## src/rtl/packet_sender_pkg.sv

```systemverilog
// Shared protocol definitions for the packet sender: FSM states, packet
// layout, word ordering on the radio stream.
package packet_sender_pkg;

  localparam int PKT_WORDS   = 8;
  localparam int IDX_W       = $clog2(PKT_WORDS);
  // Storage width of one packet field; top-level WORD_WIDTH values up to
  // this width are carried without loss.
  localparam int PKT_FIELD_W = 16;

  // Transmit order of the fields within a packet
  localparam logic [IDX_W-1:0] W_PTYPE    = 3'd0;
  localparam logic [IDX_W-1:0] W_SRC_ID   = 3'd1;
  localparam logic [IDX_W-1:0] W_DST_ID   = 3'd2;
  localparam logic [IDX_W-1:0] W_ENERGY   = 3'd3;
  localparam logic [IDX_W-1:0] W_QVALUE   = 3'd4;
  localparam logic [IDX_W-1:0] W_SRC_HOPS = 3'd5;
  localparam logic [IDX_W-1:0] W_CH       = 3'd6;
  localparam logic [IDX_W-1:0] W_HOPS_CH  = 3'd7;

  typedef enum logic [1:0] {
    ST_IDLE  = 2'd0,
    ST_SENSE = 2'd1,
    ST_SEND  = 2'd2,
    ST_DONE  = 2'd3
  } state_t;

  typedef struct packed {
    logic [PKT_FIELD_W-1:0] ptype;
    logic [PKT_FIELD_W-1:0] src_id;
    logic [PKT_FIELD_W-1:0] dst_id;
    logic [PKT_FIELD_W-1:0] energy;
    logic [PKT_FIELD_W-1:0] qvalue;
    logic [PKT_FIELD_W-1:0] src_hops;
    logic [PKT_FIELD_W-1:0] chosen_ch;
    logic [PKT_FIELD_W-1:0] hops_from_ch;
  } pkt_t;

  // Select the field that goes out at word position idx
  function automatic logic [PKT_FIELD_W-1:0] pkt_word(input pkt_t p, input logic [IDX_W-1:0] idx);
    case (idx)
      W_PTYPE:    pkt_word = p.ptype;
      W_SRC_ID:   pkt_word = p.src_id;
      W_DST_ID:   pkt_word = p.dst_id;
      W_ENERGY:   pkt_word = p.energy;
      W_QVALUE:   pkt_word = p.qvalue;
      W_SRC_HOPS: pkt_word = p.src_hops;
      W_CH:       pkt_word = p.chosen_ch;
      default:    pkt_word = p.hops_from_ch;
    endcase
  endfunction

endpackage

```

## src/rtl/packet_sender_queue.sv

```systemverilog
// Whole-packet FIFO. A pop and a push in the same cycle are both honoured
// even when full: the pop frees the slot the push lands in.
module pkt_queue
  import packet_sender_pkg::*;
#(
  parameter int QDEPTH = 2
) (
  input  logic clk,
  input  logic nrst,
  input  logic push,
  input  logic pop,
  input  pkt_t din,
  output pkt_t head,
  output logic full,
  output logic empty
);

  localparam int AW = (QDEPTH > 1) ? $clog2(QDEPTH) : 1;
  localparam int CW = $clog2(QDEPTH + 1);

  pkt_t            mem [QDEPTH];
  logic [AW-1:0]   wr_ptr, rd_ptr;
  logic [CW-1:0]   count;
  logic            do_push, do_pop;

  function automatic logic [AW-1:0] ptr_next(input logic [AW-1:0] p);
    ptr_next = (p == AW'(QDEPTH - 1)) ? '0 : p + 1'b1;
  endfunction

  assign full    = (count == CW'(QDEPTH));
  assign empty   = (count == '0);
  assign do_pop  = pop & ~empty;
  assign do_push = push & (~full | do_pop);
  assign head    = mem[rd_ptr];

  // Pointer and occupancy bookkeeping
  always_ff @(posedge clk) begin
    if (nrst) begin
      wr_ptr <= '0;
      rd_ptr <= '0;
      count  <= '0;
    end else begin
      if (do_pop)  rd_ptr <= ptr_next(rd_ptr);
      if (do_push) wr_ptr <= ptr_next(wr_ptr);
      case ({do_push, do_pop})
        2'b10:   count <= count + 1'b1;
        2'b01:   count <= count - 1'b1;
        default: ;
      endcase
    end
  end

  // Packet storage; contents are don't-care while the slot is free
  always_ff @(posedge clk) begin
    if (do_push) mem[wr_ptr] <= din;
  end

endmodule

```

## src/rtl/packet_sender.sv

```systemverilog
// Buffers packed packets from the reward stage and sends each one to the
// radio as an 8-word stream after a clear-channel backoff.
module packet_sender
  import packet_sender_pkg::*;
#(
  parameter int WORD_WIDTH = 16,
  parameter int BACKOFF    = 4,
  parameter int QDEPTH     = 2
) (
  input  logic                  clk,
  input  logic                  nrst,
  input  logic                  en,
  input  logic                  reward_done,
  input  logic [WORD_WIDTH-1:0] rPacketType,
  input  logic [WORD_WIDTH-1:0] rSourceID,
  input  logic [WORD_WIDTH-1:0] rDestinationID,
  input  logic [WORD_WIDTH-1:0] rEnergyLeft,
  input  logic [WORD_WIDTH-1:0] rQValue,
  input  logic [WORD_WIDTH-1:0] rSourceHops,
  input  logic [WORD_WIDTH-1:0] rChosenCH,
  input  logic [WORD_WIDTH-1:0] rHopsFromCH,
  input  logic                  channel_busy,
  output logic [WORD_WIDTH-1:0] tx_data,
  output logic                  tx_valid,
  input  logic                  tx_ready,
  output logic                  tx_sop,
  output logic                  tx_eop,
  output logic                  busy,
  output logic                  queue_full,
  output logic                  overflow,
  output logic                  sent_done
);

  localparam int               CNT_W = $clog2(BACKOFF + 1);
  localparam logic [IDX_W-1:0] LAST  = IDX_W'(PKT_WORDS - 1);

  state_t           state;
  logic [CNT_W-1:0] bo_cnt;
  logic [IDX_W-1:0] widx;
  logic             push_req, pop, q_full, q_empty;
  pkt_t             pkt_in, head;

  assign push_req = reward_done & en;
  // The last-word handshake retires the head packet
  assign pop      = (state == ST_SEND) & tx_ready & (widx == LAST);

  assign pkt_in = '{
    ptype:        PKT_FIELD_W'(rPacketType),
    src_id:       PKT_FIELD_W'(rSourceID),
    dst_id:       PKT_FIELD_W'(rDestinationID),
    energy:       PKT_FIELD_W'(rEnergyLeft),
    qvalue:       PKT_FIELD_W'(rQValue),
    src_hops:     PKT_FIELD_W'(rSourceHops),
    chosen_ch:    PKT_FIELD_W'(rChosenCH),
    hops_from_ch: PKT_FIELD_W'(rHopsFromCH)
  };

  pkt_queue #(.QDEPTH(QDEPTH)) u_queue (
    .clk   (clk),
    .nrst  (nrst),
    .push  (push_req),
    .pop   (pop),
    .din   (pkt_in),
    .head  (head),
    .full  (q_full),
    .empty (q_empty)
  );

  // Sender FSM: wait for work, back off on a clear channel, stream, report
  always_ff @(posedge clk) begin
    if (nrst) begin
      state    <= ST_IDLE;
      bo_cnt   <= '0;
      widx     <= '0;
      overflow <= 1'b0;
    end else begin
      if (push_req && q_full && !pop) overflow <= 1'b1;
      case (state)
        ST_IDLE: if (!q_empty && en) begin
          state  <= ST_SENSE;
          bo_cnt <= '0;
        end
        ST_SENSE: begin
          if (channel_busy) begin
            bo_cnt <= '0;
          end else if (bo_cnt == CNT_W'(BACKOFF - 1)) begin
            state  <= ST_SEND;
            bo_cnt <= '0;
            widx   <= '0;
          end else begin
            bo_cnt <= bo_cnt + 1'b1;
          end
        end
        // Once started a packet runs to completion regardless of carrier/en
        ST_SEND: if (tx_ready) begin
          if (widx == LAST) state <= ST_DONE;
          else              widx  <= widx + 1'b1;
        end
        default: state <= ST_IDLE;
      endcase
    end
  end

  assign tx_valid   = (state == ST_SEND);
  assign tx_data    = tx_valid ? WORD_WIDTH'(pkt_word(head, widx)) : '0;
  assign tx_sop     = tx_valid & (widx == '0);
  assign tx_eop     = tx_valid & (widx == LAST);
  assign sent_done  = (state == ST_DONE);
  assign busy       = (state != ST_IDLE) | ~q_empty;
  assign queue_full = q_full;

endmodule

```

## config.mk

```make
export PLATFORM = sky130hd
export DESIGN_NAME = packet_sender
export DESIGN_NICKNAME = d
export VERILOG_FILES = /design/src/rtl/packet_sender_pkg.sv /design/src/rtl/packet_sender_queue.sv /design/src/rtl/packet_sender.sv
export SDC_FILE = /design/constraint.sdc
export NUM_CORES = 1
export LEC_CHECK = 0
export ABC_CLOCK_PERIOD_IN_PS = 7700
export CORE_MARGIN = 2
export CORE_UTILIZATION = 39
export DETAILED_ROUTE_END_ITERATION = 10
export HOLD_SLACK_MARGIN = 0.05
export PLACE_DENSITY = 0.61
export SLEW_MARGIN = 20
export SYNTH_ARGS = -nofsm -noshare
export SYNTH_HDL_FRONTEND = slang
export SYNTH_HIERARCHICAL = 1
export SYNTH_SLANG_ARGS = --single-unit
```

## constraint.sdc

```tcl
create_clock -name clk -period 7.7 [get_ports clk]
set_input_delay 1.155 -clock clk [delete_from_list [all_inputs] [get_ports clk]]
set_output_delay 1.155 -clock clk [all_outputs]
set_load 0.05 [all_outputs]
```

==> Flow_metrics.wiki, run 1 <==
{| class="wikitable"
! Metric !! Value
|-
| Maximum clock path buffer count || 3
|-
| Vias per cell || 5.18
|-
| Detailed placer's ending HPWL || around 16000 um
|-
| Req. time, crit path || 6.55 ns
|-
| Setup slack after layout || about 2.3 ns
|-
| Antenna Violating Nets Remaining || 0
|-
| Clk slew on worst S/H paths || around 0.060 ns
|-
| Post-cts gate resize count || 0
|-
| TritonCTS clock tree || built
|-
| Number of global-route vias before repair || ~6700
|-
| Worst Hold Class || reg2reg
|-
| Clock buffers created by TritonCTS || 28
|-
| Layout Area Growth over Synthesis || 25.6%
|-
| IR drop worst, VDD || 158 uV
|-
| Core Region || about 0.028 mm2
|-
| Power consumption || roughly 3400 uW
|-
| Residual DRC count || 0
|-
| Hold bufs inserted after CTS || 0
|-
| Iteration-0 DRC Markers || between 300 and 400
|-
| Share of cells above drive strength 1 || between 20% and 30%
|-
| EDFF count, synth || roughly 260
|-
| Global placer's final weighted congestion || around 0.80
|-
| Via count || just over 6000
|-
| Router iterations before antenna repair || 4
|-
| Actual slew at the worst max-slew pin || approximately 1.0 ns
|-
| Critical Path Source Type || flip-flop
|-
| Dominant synthesized flop cell || sky130_fd_sc_hd__edfxtp_1
|-
| Post-Syn Nets || ~800
|-
| Fmax || between 150 and 200 MHz
|-
| Accumulated negative setup slack || 0 ns
|-
| FFs w/ async S/R, synth || 0%
|-
| Worst R2R Setup Slack || roughly 4.5 ns
|-
| Yosys synthesis warning count || 6
|-
| Relative slew slack || between 30 and 40%
|-
| Global-route wire length before repair || about 38000 um
|-
| Vertical die dimension || roughly 170 um
|-
| Non-filler instance count after layout || roughly 1200
|-
| Outcome || complete, no violations
|-
| Place WS || around 2.5 ns
|-
| Largest net degree at the start of global routing || between 70 and 80
|-
| Total wirelength of the detailed-routed design || 24900 um
|-
| Effective utilization at floorplan || 39.8%
|-
| Cell type contributing the most total cell area after synthesis || sky130_fd_sc_hd__edfxtp_1
|-
| R2r startpoint || state[0]$_SDFFE_PP0P_
|-
| Area of all placed cells without fillers || around 0.014 mm2
|-
| Capturing point of the worst reg2reg path || u_queue/mem[0][91]$_DFFE_PP_
|-
| H-tree levels || 1
|-
| Cell area after placement || about 0.013 mm2
|-
| Post-synthesis cell count || 633
|-
| Cell Area, Synth || ~0.011 mm2
|-
| Number of cells after detailed placement || 1140
|-
| Avg Inst Size Synth || approximately 18 um2
|-
| Final Slew Violations || 0
|-
| Time the worst path needs with I/O delays and setup || about 5.4 ns
|-
| Wire length per cell after detailed routing || between 20 and 25 um
|-
| Proportion of netlist area held by the largest area contributor || a little under 70%
|-
| Post-Route Skew || 0.00804 ns
|-
| Total congestion overflow after global routing || 0
|-
| Latest clock arrival within the worst-skew pair || about 0.53 ns
|-
| CTS sink cnt || 270
|-
| Initial antenna violation count || 3
|-
| Unrepaired setup endpoints after global routing || false
|-
| Element type at the critical path end || output pin
|-
| Hold Path Depth || 2
|-
| Worst Setup Path Type || reg2out
|-
| Worst setup path startpoint || widx[2]$_SDFFE_PP0P_
|-
| Count of endpoints failing setup in the final report || 0
|-
| Worst-path maximum fanout || 32
|-
| I/O pin cnt || between 150 and 200
|-
| FF-to-FF path depth || 7
|-
| Die area || ~0.03 mm2
|-
| Number of port buffers || between 150 and 200
|-
| Pwr per Cell Area || 246 mW/mm2
|-
| Post-layout net count || 937
|-
| Sequential fraction of the synthesis area || between 70% and 80%
|-
| Die width || ~170 um
|-
| Unique masters post-synth || between 40 and 50
|-
| Max-Cap Viols || 0
|-
| Number of synthesized register bits || 270
|-
| Crit share post-route || a little over two thirds
|-
| # Post-CTS Setup Buffers || 0
|-
| Arrival time of data at the critical path endpoint || roughly 4.3 ns
|-
| Static Leak || 0.00453 uW
|-
| Worst hold start || bo_cnt[1]$_SDFFE_PP0P_
|-
| GR Util All Layers || between 10% and 20%
|-
| Most common library cells after synthesis || 256 x sky130_fd_sc_hd__edfxtp_1, 129 x sky130_fd_sc_hd__mux2_2, 32 x sky130_fd_sc_hd__o21ai_0
|-
| Capture endpoint of the worst hold path || bo_cnt[1]$_SDFFE_PP0P_
|-
| Most frequent cell after synthesis || sky130_fd_sc_hd__edfxtp_1
|-
| Top cells by area in the synthesized netlist || sky130_fd_sc_hd__edfxtp_1 69%, sky130_fd_sc_hd__mux2_2 13%, sky130_fd_sc_hd__dfxtp_1 2.5%
|-
| Buffer cell driving the clock tree root || sky130_fd_sc_hd__clkbuf_16
|-
| Site row count || 61
|-
| Final Hold Violating Endpoints || 0
|}
logic make-up (layout without fill, tap and decap cells):
group | count (synthesis) | after routing | synth area share [%]
simple gates | 56 | 56 | 2.62
mux | 132 | 132 | 13.4
buf+inv | 46 | 227 | 2.80
compound gates | 116 | 116 | 7.86
other cells | 0 | 2 | 0
xor+xnor | 2 | 2 | 0.158
fa+ha+maj | 11 | 11 | 1.24
flops | 270 | 270 | 71.9
stage by stage:
| stage | utilization, % | hold WS, ns |
|---|---|---|
| floorplan | - | 0.447 |
| global placement | 46.4 | 0.454 |
| detailed placement | 46.4 | 0.476 |
| CTS | 49.9 | 0.485 |
| global route | 50.0 | 0.506 |
| finish | 50.0 | 0.485 |
registers in the layout (all words and copies together), names as in the netlist, named ones only:
register        flops
u_queue/wr_ptr      1
u_queue/count       2
widx                3
u_queue/mem       256
u_queue/rd_ptr      1
overflow            1
bo_cnt              3
state               2
layer usage:
metal	vias up	global-route usage, %	wire length, um
li1	2848	-	-
met1	3108	22.1	11100
met2	178	27.3	11900
met3	45	3.50	1350
met4	0	5.27	638
met5	-	0	0
worst max-delay path by stage:
stage / to / slack (ns) / cells after the start
2_1_floorplan: u_queue/mem[0][0]$_DFFE_PP_ / 0.19 / 7
3_3_place_gp: tx_data[11] / 2.69 / 7
3_5_place_dp: tx_data[11] / 2.47 / 7
4_1_cts: tx_data[11] / 1.92 / 7
5_1_grt: tx_data[11] / 2.12 / 7
6_report: tx_data[11] / 2.29 / 6
layout by cell type (no fill, tap or decap), types with 3 or more instances in the layout:
| cell | instances |
|---|---|
| sky130_fd_sc_hd__a21oi_1 | 5 |
| sky130_fd_sc_hd__a221o_1 | 16 |
| sky130_fd_sc_hd__a22o_1 | 15 |
| sky130_fd_sc_hd__a22oi_1 | 12 |
| sky130_fd_sc_hd__a32oi_1 | 3 |
| sky130_fd_sc_hd__a41oi_1 | 15 |
| sky130_fd_sc_hd__and2_1 | 4 |
| sky130_fd_sc_hd__buf_4 | 9 |
| sky130_fd_sc_hd__bufinv_16 | 4 |
| sky130_fd_sc_hd__clkbuf_1 | 4 |
| sky130_fd_sc_hd__clkbuf_16 | 29 |
| sky130_fd_sc_hd__clkbuf_8 | 6 |
| sky130_fd_sc_hd__clkdlybuf4s50_1 | 156 |
| sky130_fd_sc_hd__clkinv_1 | 6 |
| sky130_fd_sc_hd__dfxtp_1 | 13 |
| sky130_fd_sc_hd__edfxtp_1 | 256 |
| sky130_fd_sc_hd__ha_1 | 11 |
| sky130_fd_sc_hd__inv_1 | 9 |
| sky130_fd_sc_hd__mux2_2 | 129 |
| sky130_fd_sc_hd__nand2_1 | 18 |
| sky130_fd_sc_hd__nand2b_1 | 7 |
| sky130_fd_sc_hd__nand3_1 | 3 |
| sky130_fd_sc_hd__nor2_1 | 8 |
| sky130_fd_sc_hd__nor2b_1 | 5 |
| sky130_fd_sc_hd__o21ai_0 | 32 |
critical path: stages, from the launching register on:
cell                              delay [ns]
sky130_fd_sc_hd__dfxtp_1                0.31
sky130_fd_sc_hd__buf_4                  0.30
sky130_fd_sc_hd__inv_2                  0.26
sky130_fd_sc_hd__ha_1                   0.54
sky130_fd_sc_hd__or4_2                  1.02
sky130_fd_sc_hd__a41oi_1                0.41
sky130_fd_sc_hd__clkdlybuf4s50_1        0.88
final cells by class:
type / instances / area, um2
Tap cell: 378 / 473
Clock inverter: 13 / 160
Timing Repair Buffer: 165 / 1630
Multi-Input combinational cell: 317 / 2820
Clock buffer: 39 / 823
Sequential cell: 270 / 7970
Fill cell: 2352 / 13900
Inverter: 10 / 37.5
Antenna cell: 2 / 5.00
power breakdown:
group / switching (uW) / internal [uW] / total (uW)
registers: 15.4 / 1670 / 1680
logic: 188 / 151 / 339
clock network: 526 / 874 / 1400
Power figures use the tool's default switching activity.
==> run 2, diff against run 1 <==
Settings changed: ABC_CLOCK_PERIOD_IN_PS 7700 to 4900.
Clock period 7.7 ns to 4.9 ns, I/O delays scaled along.
==> Flow_metrics.wiki, run 2 (synthesis gave the netlist of run 1 again) <==
{| class="wikitable"
! Metric !! Value
|-
| Residual DRC count || 0
|-
| Die area || approximately 0.03 mm2
|-
| Number of cells after detailed placement || 1145
|-
| Final Slew Violations || 0
|-
| Critical Path Source Type || flip-flop
|-
| Accumulated negative setup slack || 0 ns
|-
| Relative slew slack || 35.7%
|-
| Final Hold Violating Endpoints || 0
|-
| Post-cts gate resize count || 0
|-
| Number of global-route vias before repair || 6722
|-
| Largest registers || u_queue/mem: 256 flops, bo_cnt: 3 flops, widx: 3 flops
|-
| Effective utilization at floorplan || about two fifths
|-
| Reg with most FFs || u_queue/mem
|-
| I/O pin cnt || approximately 160
|-
| Core Region || ~0.028 mm2
|-
| Detailed placer's ending HPWL || ~16000 um
|-
| GR Util All Layers || between 10% and 20%
|-
| Time the worst path needs with I/O delays and setup || ~4.0 ns
|-
| H-tree levels || 1
|-
| Layout Area Growth over Synthesis || 26.1%
|-
| Crit share post-route || around 81%
|-
| # Post-CTS Setup Buffers || 0
|-
| Unrepaired setup endpoints after global routing || false
|-
| Site row count || between 60 and 70
|-
| Pwr per Cell Area || around 390 mW/mm2
|-
| Vias per cell || 5.17
|-
| Outcome || complete, no violations
|-
| Vertical die dimension || approximately 170 um
|-
| Router iterations before antenna repair || 5
|-
| Actual slew at the worst max-slew pin || roughly 0.96 ns
|-
| Post-layout net count || around 940
|-
| Total area of multi-input combinational cells || roughly 0.0028 mm2
|-
| Maximum clock path buffer count || 3
|-
| Hold slack final || ~0.47 ns
|-
| Utilization after layout || 50.1%
|-
| Total congestion overflow after global routing || 0
|-
| Global placer's final weighted congestion || around 0.78
|-
| Clock buffers created by TritonCTS || 30
|-
| CTS sink cnt || 270
|-
| Fmax || 253 MHz
|-
| Ant diodes || 0
|-
| Wire length per cell after detailed routing || 21.0 um
|-
| Worst Hold Class || reg2reg
|-
| Non-filler instance count after layout || 1200
|-
| Worst-path maximum fanout || 32
|-
| IR drop worst, VDD || 259 uV
|-
| Worst Setup Path Type || reg2out
|-
| Initial antenna violation count || 0
|-
| Number of port buffers || approximately 160
|-
| Clk slew on worst S/H paths || about 0.06 ns
|-
| Share of cells above drive strength 1 || 26.3%
|-
| Total wirelength of the detailed-routed design || between 20000 and 30000 um
|-
| Sequential cell area in the final layout || 0.00797 mm2
|-
| Element type at the critical path end || output pin
|-
| Number of flip-flops in the largest register || 256
|-
| Via count || roughly 6200
|-
| TritonCTS clock tree || built
|-
| Global-route wire length before repair || around 38000 um
|-
| Largest net degree at the start of global routing || between 60 and 70
|-
| Commonest non-fill, non-tap cell in the layout || sky130_fd_sc_hd__edfxtp_1
|-
| Req. time, crit path || around 4.2 ns
|-
| Max-Cap Viols || 0
|-
| Number of filler instances in the final layout || about 2300
|-
| Die width || approximately 170 um
|-
| Antenna Violating Nets Remaining || 0
|-
| Iteration-0 DRC Markers || 390
|-
| Static Leak || about 0.0046 uW
|-
| Arrival time of data at the critical path endpoint || 3.22 ns
|-
| Count of endpoints failing setup in the final report || 0
|-
| Highest-count cells in the layout ignoring fill and taps || 256 x sky130_fd_sc_hd__edfxtp_1, 140 x sky130_fd_sc_hd__clkdlybuf4s50_1, 129 x sky130_fd_sc_hd__mux2_2, 32 x sky130_fd_sc_hd__o21ai_0, 31 x sky130_fd_sc_hd__clkbuf_16
|-
| Hold bufs inserted after CTS || 0
|-
| Power consumption || approximately 5400 uW
|-
| Post-Route Skew || 0.0125 ns
|-
| Buffer cell driving the clock tree root || sky130_fd_sc_hd__clkbuf_16
|-
| Latest clock arrival within the worst-skew pair || 0.54 ns
|}
[run 2: cell types whose count changed in the layout (fill, tap and decap cells not counted), sizes merged]
cell           delta
inv               +1
clkinv            +3
diode             -2
clkinvlp          +1
clkdlybuf4s50    -16
bufinv            -2
buf              +21
[run 2: where the power goes]
group          internal [uW]  switching [uW]
registers               2620            24.1
clock network           1330             872
logic                    242             300
[run 2: layout make-up]
cell class	instances	share of cell area [%]
repair buffers	170	12.0
flip-flops and latches	270	57.1
well taps	378	3.39
clock buffers	39	6.13
clock inverters	16	0.967
multi-input cells	317	20.2
inverters	10	0.269
[run 2: worst paths after layout]
check | from | end | slack (ns) | depth (start not counted)
setup reg to reg | state[0]$_SDFFE_PP0P_ | u_queue/mem[1][48]$_DFFE_PP_ | 2.03 | 7
hold reg to reg | bo_cnt[1]$_SDFFE_PP0P_ | bo_cnt[1]$_SDFFE_PP0P_ | 0.47 | 2
hold / removal | bo_cnt[1]$_SDFFE_PP0P_ | bo_cnt[1]$_SDFFE_PP0P_ | 0.47 | 2
setup / recovery | widx[0]$_SDFFE_PP0P_ | tx_data[15] | 0.94 | 6
[run 2: metrics by stage]
| stage | worst slack [ns] | instance area [um2] |
|---|---|---|
| after floorplan | -0.449 | 11100 |
| after global placement | 1.50 | 13000 |
| after detailed placement | 1.36 | 13000 |
| after CTS | 0.766 | 14000 |
| after global routing | 0.767 | 14000 |
| final | 0.942 | 14000 |
[run 2: critical path, stage by stage (launching register included)]
cell and delay [ns]:
sky130_fd_sc_hd__dfxtp_1 0.40, sky130_fd_sc_hd__inv_1 0.11, sky130_fd_sc_hd__ha_1 0.41, sky130_fd_sc_hd__or4_2 1.10, sky130_fd_sc_hd__o21ai_0 0.33, sky130_fd_sc_hd__a41oi_1 0.09
sky130_fd_sc_hd__buf_4 0.25
[run 2: metal layers]
metal  wire length [um]  track usage (%)
met1              11000             21.6
met2              12300             27.8
met3               1250             3.32
met4                744             5.31
met5                  0                0
